--- src/rtl/alu_operand_sel.sv ---
// ALU operand-B selector: picks a forwarding lane or an extended immediate
// and queues the result in a 2-entry FIFO with valid/ready on both sides.
module alu_operand_sel #(
  parameter int WIDTH   = 32,
  parameter int NUM_SRC = 3,
  parameter int SEL_W   = 2
) (
  input  logic                     clk,
  input  logic                     rst_n,
  input  logic                     in_valid,
  output logic                     in_ready,
  input  logic [SEL_W-1:0]         src_sel,
  input  logic [NUM_SRC*WIDTH-1:0] src_data,
  input  logic [15:0]              imm,
  input  logic [1:0]               ext_mode,
  output logic                     out_valid,
  input  logic                     out_ready,
  output logic [WIDTH-1:0]         alu_b,
  output logic [1:0]               occupancy,
  output logic                     sel_err
);

  // Immediate extension done at 32 bits, then truncated; mode 10 collapses to 0 at WIDTH=16.
  function automatic logic [WIDTH-1:0] ext_imm(input logic [15:0] v, input logic [1:0] m);
    logic [31:0] w;
    case (m)
      2'b00:   w = {{16{v[15]}}, v};
      2'b01:   w = {16'h0000, v};
      2'b10:   w = {v, 16'h0000};
      default: w = 32'h0000_0000;
    endcase
    return w[WIDTH-1:0];
  endfunction

  logic [WIDTH-1:0] mem_r [2];
  logic             rd_ptr_r;
  logic             wr_ptr_r;
  logic [1:0]       count_r;
  logic             sel_err_r;

  logic [WIDTH-1:0] lane_s;
  logic [WIDTH-1:0] sel_val_s;
  logic             bad_s;
  logic             push_s;
  logic             pop_s;

  assign in_ready  = (count_r != 2'd2);
  assign out_valid = (count_r != 2'd0);
  assign occupancy = count_r;
  assign sel_err   = sel_err_r;
  assign alu_b     = out_valid ? mem_r[rd_ptr_r] : {WIDTH{1'b0}};
  assign push_s    = in_valid && in_ready;
  assign pop_s     = out_valid && out_ready;

  // Lane mux as an OR of one-hot-gated lanes, so out-of-range selects yield zero.
  always_comb begin
    lane_s = {WIDTH{1'b0}};
    for (int k = 0; k < NUM_SRC; k++) begin
      lane_s = lane_s | ((src_sel == SEL_W'(k)) ? src_data[k*WIDTH +: WIDTH] : {WIDTH{1'b0}});
    end
  end

  // Value to store and illegal-request detection for the current request.
  always_comb begin
    sel_val_s = {WIDTH{1'b0}};
    bad_s     = 1'b0;
    if (src_sel < SEL_W'(NUM_SRC)) begin
      sel_val_s = lane_s;
    end else if (src_sel == SEL_W'(NUM_SRC)) begin
      sel_val_s = ext_imm(imm, ext_mode);
      bad_s     = (ext_mode == 2'b11);
    end else begin
      sel_val_s = {WIDTH{1'b0}};
      bad_s     = 1'b1;
    end
  end

  // FIFO storage, pointers, count and sticky error flag.
  always_ff @(posedge clk) begin
    if (!rst_n) begin
      mem_r[0]  <= {WIDTH{1'b0}};
      mem_r[1]  <= {WIDTH{1'b0}};
      rd_ptr_r  <= 1'b0;
      wr_ptr_r  <= 1'b0;
      count_r   <= 2'd0;
      sel_err_r <= 1'b0;
    end else begin
      if (push_s) begin
        mem_r[wr_ptr_r] <= sel_val_s;
        wr_ptr_r        <= ~wr_ptr_r;
      end
      if (pop_s) begin
        rd_ptr_r <= ~rd_ptr_r;
      end
      case ({push_s, pop_s})
        2'b10:   count_r <= count_r + 2'd1;
        2'b01:   count_r <= count_r - 2'd1;
        default: count_r <= count_r;
      endcase
      if (push_s && bad_s) begin
        sel_err_r <= 1'b1;
      end
    end
  end

endmodule
--- config.mk ---
export PLATFORM = sky130hd
export DESIGN_NAME = alu_operand_sel
export DESIGN_NICKNAME = d
export VERILOG_FILES = /design/src/rtl/alu_operand_sel.sv
export SDC_FILE = /design/constraint.sdc
export NUM_CORES = 1
export LEC_CHECK = 0
export BUFFER_PORTS_ARGS = -buffer_cell sky130_fd_sc_hd__buf_2
export CORE_MARGIN = 1
export CORE_UTILIZATION = 50
export CTS_CLUSTER_DIAMETER = 120
export DETAILED_ROUTE_END_ITERATION = 7
export GPL_ROUTABILITY_DRIVEN = 1
export PLACE_DENSITY_LB_ADDON = 0.3
export SYNTH_ARGS = -nofsm -noshare
export SYNTH_HDL_FRONTEND = slang
export SYNTH_SLANG_ARGS = --single-unit
--- constraint.sdc ---
create_clock -name clk -period 2.3 [get_ports clk]
set_input_delay 0.23 -clock clk [delete_from_list [all_inputs] [get_ports clk]]
set_output_delay 0.23 -clock clk [all_outputs]
set_load 0.05 [all_outputs]
# Word level (Yosys, flattened, before mapping)
# Memory sizes are Yosys's and may differ from the RTL's. A register that Yosys moved wholly into a read port is not among the register bits.
# Index checks and enable logic that the tools add are counted.
# W data, S select, Z words.
[word_totals] memories=1 ram_bits=64 word_cells=48 output_inout_bits=37 regBits=5
[classes] eq_ne=9 mux=19 reduce_logical=8 bitwise=4 add_sub_neg=2 order_cmp=1
[memory_table] name="mem_r" words=2 word_bits=32 rd=1 rd_clocked_by_memory_dff=1 wr=2 line_no="35" source="logic [WIDTH-1:0] mem_r [2];"
[ops] op="$mux W32" count=7
[ops] op="$pmux W32 S3" count=1
[ops] op="$or A32 B32 Y32" count=2
[ops] op="$reduce_or A32 Y1" count=1
[ops] op="$eq A2 B2 Y1 const B" count=5
[ops] op="$mux W1" count=10
[ops] op="$eq A2 B1 Y1 const B" count=3
[ops] op="$logic_not A2 Y1" count=2
[ops] op="$pmux W2 S2" count=1
[ops] op="$reduce_bool A2 Y1" count=2
[ops] op="$logic_and A1 B1 Y1" count=3
[ops] op="$add A2 B1 Y2 const B" count=1
[ops] op="$lt A2 B2 Y1 const B" count=1
[ops] op="$ne A2 B2 Y1 const B" count=1
[ops] op="$not A1 Y1" count=2
[ops] op="$sub A2 B1 Y2 const B" count=1

# Logic depth before layout (Yosys ltp)
# Gate-level depths: netlist of run 1.
[logic_depth] depth_word=7 depth_mapped=7 depth_no_buf=6

# Worst setup path after synthesis of run 1
# No wires, ideal clock.
[synth_path] path_kind="register to register" start="reg count_r[0] (netlist: occupancy[0])" end="mem mem_r[1][0], enable pin" arrival_ps=2181 path_stages_with_launch=6 setup_ps=390 setup_slack_ps=-270 synth_period_minus_slack_ps=2570 n_path_buf=2 cell_sequence="dfxtp_1 nand2b_1 buf_4 nand4_2 buf_2 nand2_1"
[synth_lines] item="start, declared" line_no="38" source="logic [1:0] count_r;"
[synth_lines] item="start signal, assigned" line_no="96" source="2'b10: count_r <= count_r + 2'd1;"
[synth_lines] item="start signal, assigned" line_no="97" source="2'b01: count_r <= count_r - 2'd1;"
[synth_lines] item="start signal, assigned" line_no="98" source="default: count_r <= count_r;"
[synth_lines] item="end, declared" line_no="35"

==> flow_metrics.tcl, run 1 <==
set metrics [dict create \
    ys_ff_latch 70 \
    nNetsFinal 606 \
    grt_max_degree 34 \
    core_sq_um 7850 \
    max_freq_ghz 0.549 \
    tritoncts.num_buffers 9 \
    cp-end-kind "output pin" \
    min_path_type "in -> reg" \
    wl_per_cell_um 17.0 \
    whs_ns 0.246 \
    p_leak_uw 0.00213 \
    rsz0062_at_grt "false" \
    tns_ns 0 \
    pwr_density_cell_nw_per_um2 914 \
    slew-limit-headroom 0.381 \
    syn-cell-area_sq_um 4120 \
    chipWidth_um 92.8 \
    required_ns 2.07 \
    cts_tree "yes" \
    grt_pass1_vias 3329 \
    cp_data_arrival_time_ns 1.59 \
    critPathSlowestCell "dfxtp_2" \
    status "finished clean" \
    synthFlopType "edfxtp_1" \
    layout_commonest_cell "buf_2" \
    fin_skew_ns 0.00957 \
    area_growth_pct 25.5 \
    yosysWarnings 0 \
    overflow 0 \
    place.detailed.hpwl_um 7570 \
    gp_congestion 0.792 \
    finalSetupViolCount 0 \
    worst-setup-path-type "reg -> out" \
    clkTransAtPathRegs_ns 0.07 \
    dr_wl_met3_um 642 \
    cts_hold_buf 0 \
    yosysTopAreaCell "edfxtp_1" \
    yosysUniqueCellTypes 34 \
    drv_cap 0 \
    dieArea_sq_um 8610 \
    dr.pass1.iters 4 \
    die_h_um 92.8 \
    routed.top_layer "met4" \
    yosysSeqAreaShare 0.495 \
    peakVddDrop_uv 502 \
    max-clock-path-buffers 2 \
    numPortBuffers 156 \
    cts_setup_buffers 0 \
    final_max_slew_viol_count 0 \
    grt_pass1_wl_um 15800 \
    crit_chain "buf_4 -> mux2i_1 -> nor2_1 -> buf_2" \
    cpPeakStageDelay_ns 0.33 \
    synth_edf_count 64 \
    detailroute.via_count 3283 \
    wl_met2_um 5200 \
    synthesis.nets 456 \
    clkSinkCount 70 \
    ios 157 \
    drc 0 \
    critPathLaunchType "register" \
    layout_common_cells "156 x buf_2, 64 x edfxtp_1, 42 x nor2b_1" \
    htreeDepth 3 \
    antenna_found_initial 1 \
    crit_fanout 19 \
    avgViaCountPerCell 5.54 \
    drt-initial-drc-count 152 \
    p_total_uw 4730 \
    drive_above_1_share 0.461 \
    grt_use_total 0.244 \
    hold_viol 0 \
    min_period_ns 1.82 \
    synthCells 335 \
    ant_nets 0 \
    start_util 0.525 \
    routed_wl_um 10100 \
    met1_length_um 4010 \
    tightest_slew_ns 0.925 \
    ys_async_sr_fraction 0 \
    root_buffer "clkbuf_8" \
    yosysTopAreaCellShare 0.466 \
    row_count 32 \
    clk_latency_ns 0.34 \
    cts.repair.resized 0 \
    fin_crit_sh 0.792 \
    synth_area_leaders "edfxtp_1 47%, mux4_2 9.3%, mux2i_1 7.8%" \
    syn_area_per_cell_sq_um 12.3 \
]
## routing by layer
| metal | track usage | up-vias |
|---|---|---|
| li1 | - | 1559 |
| met1 | 0.294 | 1557 |
| met2 | 0.417 | 146 |
| met3 | 0.0443 | 21 |
| met4 | 0.122 | 0 |
| met5 | 0 | - |
## synth_stat cells, types with 2 or more instances
cell type	n
edfxtp_1	64
nor2b_1	42
nor2_1	37
mux2i_1	32
nor3_1	30
mux4_2	17
a211oi_1	15
o22ai_1	15
mux2_2	14
buf_2	11
clkbuf_1	9
nor2b_4	8
dfxtp_1	6
buf_4	5
nand2_1	4
inv_1	3
a21oi_1	2
buf_6	2
nand2b_1	2
o21ai_0	2
xor2_1	2
## through the flow
stage	util	setup WS, ns	cells	instance area, sq um
2_1_floorplan	-	0.0293	335	4130
3_3_place_gp	0.639	0.507	576	5010
3_5_place_dp	0.639	0.449	576	5010
4_1_cts	0.659	0.461	592	5170
5_1_grt	0.659	0.364	593	5170
6_report	0.659	0.479	593	5170
## sequential cells by signal, indices dropped and copies added (netlist names), named ones only
name	count
mem_r	64
wr_ptr_r	1
occupancy	2
sel_err	1
rd_ptr_r	1
## final timing paths
| path | from | endpoint | slack (ns) | depth (start not counted) |
|---|---|---|---|---|
| setup / recovery | register | alu_b[20] | 0.48 | 4 |
| hold / removal | in_valid | sel_err$_SDFFE_PN0P_ | 0.25 | 3 |
| setup reg to reg | occupancy[0]$_SDFFE_PN0P_ | occupancy[1]$_SDFFE_PN0P_ | 0.49 | 5 |
| hold reg to reg | sel_err$_SDFFE_PN0P_ | sel_err$_SDFFE_PN0P_ | 0.49 | 2 |
## power breakdown
| part | leakage [uW] | switching [uW] | internal [uW] |
|---|---|---|---|
| sequential | 0.000728 | 72.8 | 1610 |
| clock | 0.0000786 | 427 | 377 |
| combinational | 0.00132 | 1570 | 671 |
## layout make-up
cell class	count	area (sq um)
fill	647	2670
sequential	70	2040
multi-input combinational	235	1930
timing repair buffer	166	906
clock buffer	10	128
tap	102	128
clock inverter	6	28.8
inverter	3	11.3
antenna	1	2.50
## critical path, delay by kind of cell, from the launching register on
family        cells  cell delay [ns]
mux               1             0.15
flops             1             0.33
buf+inv           2             0.61
simple gates      1             0.16
## cells by family after synthesis
| group | count (synthesis) | share of synthesized area |
|---|---|---|
| buf+inv | 30 | 0.0389 |
| flops | 70 | 0.495 |
| fa+ha+maj | 1 | 0.00304 |
| simple gates | 131 | 0.186 |
| compound gates | 36 | 0.0589 |
| mux | 64 | 0.212 |
| xor+xnor | 3 | 0.00638 |
No activity file was read; power rests on OpenSTA's default activity.
==> run 2: changes to the inputs <==
--- a/config.mk
+++ b/config.mk
@@ -7,7 +7,7 @@
 export LEC_CHECK = 0
 export BUFFER_PORTS_ARGS = -buffer_cell sky130_fd_sc_hd__buf_2
 export CORE_MARGIN = 1
-export CORE_UTILIZATION = 50
+export CORE_UTILIZATION = 45
 export CTS_CLUSTER_DIAMETER = 120
 export DETAILED_ROUTE_END_ITERATION = 7
 export GPL_ROUTABILITY_DRIVEN = 1
==> constraint.sdc (replaced) <==
create_clock -name clk -period 1.6 [get_ports clk]
set_input_delay 0.16 -clock clk [delete_from_list [all_inputs] [get_ports clk]]
set_output_delay 0.16 -clock clk [all_outputs]
set_load 0.05 [all_outputs]
==> run 2 against run 1 <==
Compared with the run above:
- setup slack worse by 0.47 ns
- critical path type unchanged
- utilization fell by 1.6 points
- highest routed layer unchanged
- via count rose by 2.9%
- critical path depth unchanged
- the flow now finishes with violations (design-rule violations)
- routed wire length up 9.5%
- hold slack got worse by 0.046 ns
- first-iteration DRC count fell by 4.6%
- largest cell class is now multi-input gates
- final cell count up 2.5%
- critical endpoint is now alu_b[22]
==> flow_metrics.tcl, run 2 (synthesis results as in run 1) <==
set metrics [dict create \
    status "complete, but fails checks" \
    slew-limit-headroom 0.261 \
    tns_ns 0 \
    drc 10 \
    htreeDepth 3 \
    max_freq_ghz 0.630 \
    worst-setup-path-type "reg -> out" \
    core_sq_um 8810 \
    crit_family "flip-flops" \
    start_util 0.468 \
    min_period_ns 1.59 \
    tritoncts.num_buffers 9 \
    grt_pass1_vias 3465 \
    wl_per_cell_um 18.2 \
    critPathSlowestCell "dfxtp_4" \
    netSwitchingFraction 0.432 \
    timing.rr.end "occupancy[1]$_SDFFE_PN0P_" \
    largest_register_ffs 64 \
    detailroute.via_count 3377 \
    routed_wl_um 11100 \
    violations "design-rule violations" \
    p_leak_uw 0.00225 \
    cpPeakStageDelay_ns 0.41 \
    fin_skew_ns 0.00827 \
    grt_pass1_wl_um 16800 \
    critPathLaunchType "register" \
    max_flop_register "mem_r" \
    die_h_um 97.7 \
    crit_chain "buf_12 -> mux2i_1 -> nor2_2 -> buf_2" \
    dp_cells 590 \
    dieArea_sq_um 9550 \
    p_total_uw 7940 \
    rsz0062_at_grt "true" \
    diodes 0 \
    r2r_slack_ns 0.10 \
    layout_commonest_cell "buf_2" \
    cp_data_arrival_time_ns 1.43 \
    ios 157 \
    clk_latency_ns 0.34 \
    place.detailed.hpwl_um 7980 \
    area_growth_pct 37.5 \
    crit_fanout 12 \
    cp-endpoint "alu_b[22]" \
    cts_tree "yes" \
    pwr_density_cell_nw_per_um2 1400 \
    tightest_slew_ns 1.10 \
    p_switching_uw 3430 \
    antenna_found_initial 0 \
    final_util 0.644 \
    drv_cap 0 \
    p_clk_frac 0.155 \
    clkTransAtPathRegs_ns 0.07 \
    max-clock-path-buffers 2 \
    ant_nets 0 \
    whs_ns 0.200 \
    reg2reg_depth 6 \
    numPortBuffers 156 \
    hold_depth 3 \
    required_ns 1.44 \
    layout_common_cells "135 x buf_2, 64 x edfxtp_1, 42 x nor2b_1" \
    nNetsFinal 616 \
    avgViaCountPerCell 5.55 \
    grt_use_total 0.230 \
    root_buffer "clkbuf_8" \
    clkSinkCount 70 \
    fin_crit_sh 0.993 \
    row_count 34 \
    crit_cells 4 \
    gp_congestion 0.766 \
    final_max_slew_viol_count 0 \
    grt_max_degree 34 \
    drt-initial-drc-count 145 \
    cp-end-kind "output pin" \
    critPathBufInv 2 \
    combPwrFrac 0.530 \
    dr.pass1.iters 8 \
    final_cells 608 \
    drive_above_1_share 0.566 \
    chipWidth_um 97.7 \
    finalSetupViolCount 0 \
    peakVddDrop_uv 644 \
    overflow 0 \
    r2r_start "occupancy[1]$_SDFFE_PN0P_" \
    seq_power_share 0.316 \
    hold_viol 0 \
    min_path_type "in -> reg" \
    p_int_uw 4510 \
]
-- run 2: worst min-delay path, cell delays in order --
cell and delay (ns):
buf_2 0.15, a31oi_1 0.11, nor2_1 0.07
-- run 2: power groups by stage --
stage / registers (uW) / logic, uW / clock network [uW]
3_3_place_gp: 2490 / 3690 / 0
3_5_place_dp: 2510 / 3720 / 0
2_1_floorplan: 2540 / 2650 / 0
6_report: 2510 / 4200 / 1230
5_1_grt: 2530 / 4410 / 1310
4_1_cts: 2480 / 3870 / 1240
-- run 2: final cells by class --
class	count	area, sq um
Fill cell	686	3140
Multi-Input combinational cell	235	2130
Sequential cell	70	2050
Timing Repair Buffer	176	1170
Clock buffer	12	145
Tap cell	108	135
Clock inverter	4	22.5
Inverter	3	11.3
-- run 2: per-stage QoR --
stage,area [sq um],worst slack [ns]
finish,5670,0.0118
global route,5670,-0.0436
CTS,5530,-0.0219
detailed placement,5290,-0.176
global placement,5290,-0.0415
floorplan,4280,-0.0707
-- run 2: how the worst min path moves through the flow --
| stage | startpoint | endpoint | slack [ns] |
|---|---|---|---|
| after detailed placement | sel_err$_SDFFE_PN0P_ | sel_err$_SDFFE_PN0P_ | 0.47 |
| final | in_valid | sel_err$_SDFFE_PN0P_ | 0.20 |
| after global placement | sel_err$_SDFFE_PN0P_ | sel_err$_SDFFE_PN0P_ | 0.45 |
| after global routing | in_valid | sel_err$_SDFFE_PN0P_ | 0.20 |
| after floorplan | in_valid | sel_err$_SDFFE_PN0P_ | 0.32 |
| after CTS | in_valid | sel_err$_SDFFE_PN0P_ | 0.17 |
-- run 2: timing repair --
item / in CTS / in global routing
cloned: 1 / 1
gates resized for setup: 16 / 36
endpoints found under the setup margin: 8 / 22
pin swaps: 0 / 1
hold buffers: 0 / 0
setup buffers: 0 / 0
-- run 2: metal layers --
| metal | global-route usage | routed length (um) | vias to the layer above |
|---|---|---|---|
| li1 | - | - | 1581 |
| met2 | 0.409 | 5870 | 145 |
| met5 | 0 | 0 | - |
| met1 | 0.275 | 4380 | 1630 |
| met4 | 0.106 | 225 | 0 |
| met3 | 0.0338 | 587 | 21 |
==> run 3: changes to the inputs <==
--- a/config.mk
+++ b/config.mk
@@ -5,11 +5,11 @@
 export SDC_FILE = /design/constraint.sdc
 export NUM_CORES = 1
 export LEC_CHECK = 0
-export BUFFER_PORTS_ARGS = -buffer_cell sky130_fd_sc_hd__buf_2
 export CORE_MARGIN = 1
-export CORE_UTILIZATION = 45
+export CORE_UTILIZATION = 50
 export CTS_CLUSTER_DIAMETER = 120
 export DETAILED_ROUTE_END_ITERATION = 7
+export DONT_BUFFER_PORTS = 1
 export GPL_ROUTABILITY_DRIVEN = 1
 export PLACE_DENSITY_LB_ADDON = 0.3
 export SYNTH_ARGS = -nofsm -noshare
==> constraint.sdc (replaced) <==
create_clock -name clk -period 1.6 [get_ports clk]
set_input_delay 0.48 -clock clk [delete_from_list [all_inputs] [get_ports clk]]
set_output_delay 0.48 -clock clk [all_outputs]
set_load 0.05 [all_outputs]
==> run 3 against run 2 <==
Compared with the run above:
- largest power group unchanged
- clock skew is 0.0016 ns higher
- critical path type unchanged
- register-to-register slack lost 0.09 ns
- highest routed layer unchanged
- hold slack improved by 0.13 ns
- cell area shrank 1.5%
- critical endpoint is now alu_b[26]
- the flow finishes with violations (negative setup slack)
==> flow_metrics.tcl, run 3 (synthesis results as in run 1) <==
set metrics [dict create \
    violations "negative setup slack" \
    die_h_um 92.8 \
    overflow 0 \
    drc 0 \
    min_period_ns 1.93 \
    ios 157 \
    clkTransAtPathRegs_ns 0.07 \
    ant_nets 0 \
    htreeDepth 3 \
    fin_crit_sh 1.20 \
    diodes 0 \
    required_ns 1.12 \
    p_leak_uw 0.00186 \
    grt_use_total 0.258 \
    max-clock-path-buffers 2 \
    slew-limit-headroom 0.527 \
    place_area_sq_um 4900 \
    pwr_density_cell_nw_per_um2 1680 \
    grt_pass1_vias 3144 \
    final_area_sq_um 5580 \
    crit_fanout 9 \
    cp-end-kind "output pin" \
    peakVddDrop_uv 792 \
    antenna_found_initial 0 \
    max_freq_ghz 0.519 \
    dp_cells 443 \
    dr.pass1.iters 4 \
    tritoncts.num_buffers 9 \
    critPathLaunchType "register" \
    chipWidth_um 92.8 \
    p_total_uw 9400 \
    clkSinkCount 70 \
    avgViaCountPerCell 6.14 \
    root_buffer "clkbuf_8" \
    gp_congestion 0.815 \
    whs_ns 0.329 \
    hold_viol 0 \
    grt_pass1_wl_um 16400 \
    layout_commonest_cell "edfxtp_1" \
    rsz0062_at_grt "true" \
    routed_wl_um 10700 \
    drive_above_1_share 0.469 \
    drt-initial-drc-count 81 \
    grt_max_degree 36 \
    tns_ns -9.27 \
    largest_register_ffs 64 \
    layout_common_cells "64 x edfxtp_1, 42 x nor2b_1, 31 x nor2_4" \
    max_flop_register "mem_r" \
    dieArea_sq_um 8610 \
    numPortBuffers 0 \
    detailroute.via_count 2928 \
    area_growth_pct 35.5 \
    final_max_slew_viol_count 0 \
    status "complete, but fails checks" \
    worst-setup-path-type "reg -> out" \
    clk_latency_ns 0.34 \
    cts_tree "yes" \
    wl_per_cell_um 22.5 \
    core_sq_um 7850 \
    tightest_slew_ns 0.709 \
    drv_cap 0 \
    start_util 0.525 \
    worst_slack_ns -0.328 \
    place.detailed.hpwl_um 7390 \
    fin_skew_ns 0.00992 \
    final_cells 477 \
    num-fill-cells 539 \
    finalSetupViolCount 34 \
    row_count 32 \
    min_path_type "in -> reg" \
    cp_data_arrival_time_ns 1.45 \
    nNetsFinal 491 \
]
[run 3: cell type report]
type	instances	area, sq um	area share
inverters	3	15.0	0.00269
clock buffers	9	124	0.0222
well taps	102	128	0.0229
clock inverters	7	88.8	0.0159
flip-flops and latches	70	2050	0.368
multi-input cells	235	2400	0.429
repair buffers	51	777	0.139
[run 3: routing by layer]
metal / vias up / wire [um] / track usage / share of wire
met5: - / 0 / 0 / 0
met4: 0 / 199 / 0.101 / 0.019
met3: 20 / 720 / 0.0558 / 0.067
met2: 152 / 5620 / 0.442 / 0.52
met1: 1420 / 4190 / 0.316 / 0.39
li1: 1336 / - / - / -
[run 3: worst paths after layout]
kind                                                start                   endpoint  slack [ns]  cells past startpoint
worst min-delay path                             in_valid       sel_err$_SDFFE_PN0P_        0.33                      2
worst max-delay path                             register                  alu_b[26]       -0.33                      4
worst max register to register  occupancy[0]$_SDFFE_PN0P_  occupancy[1]$_SDFFE_PN0P_        0.01                      7
worst min register to register      rd_ptr_r$_SDFFE_PN0P_                   register        0.53                      2
[run 3: what timing repair did]
item                                    CTS  global route
hold buffers                              0             0
endpoints found under the setup margin   34            53
pin swaps                                10             2
setup buffers                            11             3
gates resized for setup                  39             9
hold endpoints to repair                  0             0
gates cloned                              2             2
[run 3: power by group]
group,total (uW),switching (uW),internal [uW]
Sequential,2520,176,2340
Clock,1530,667,866
Combinational,5340,2980,2360
[run 3: worst max-delay path, stage by stage (launching register included)]
cell     delay (ns)
dfxtp_4        0.38
buf_12         0.15
buf_12         0.13
mux2i_2        0.16
nor2_4         0.28
[run 3: metrics by stage]
stage / utilization / setup slack (ns)
global placement: 0.624 / -0.174
CTS: 0.696 / -0.347
finish: 0.711 / -0.328
global route: 0.711 / -0.373
detailed placement: 0.624 / -0.275
floorplan: - / -0.0907
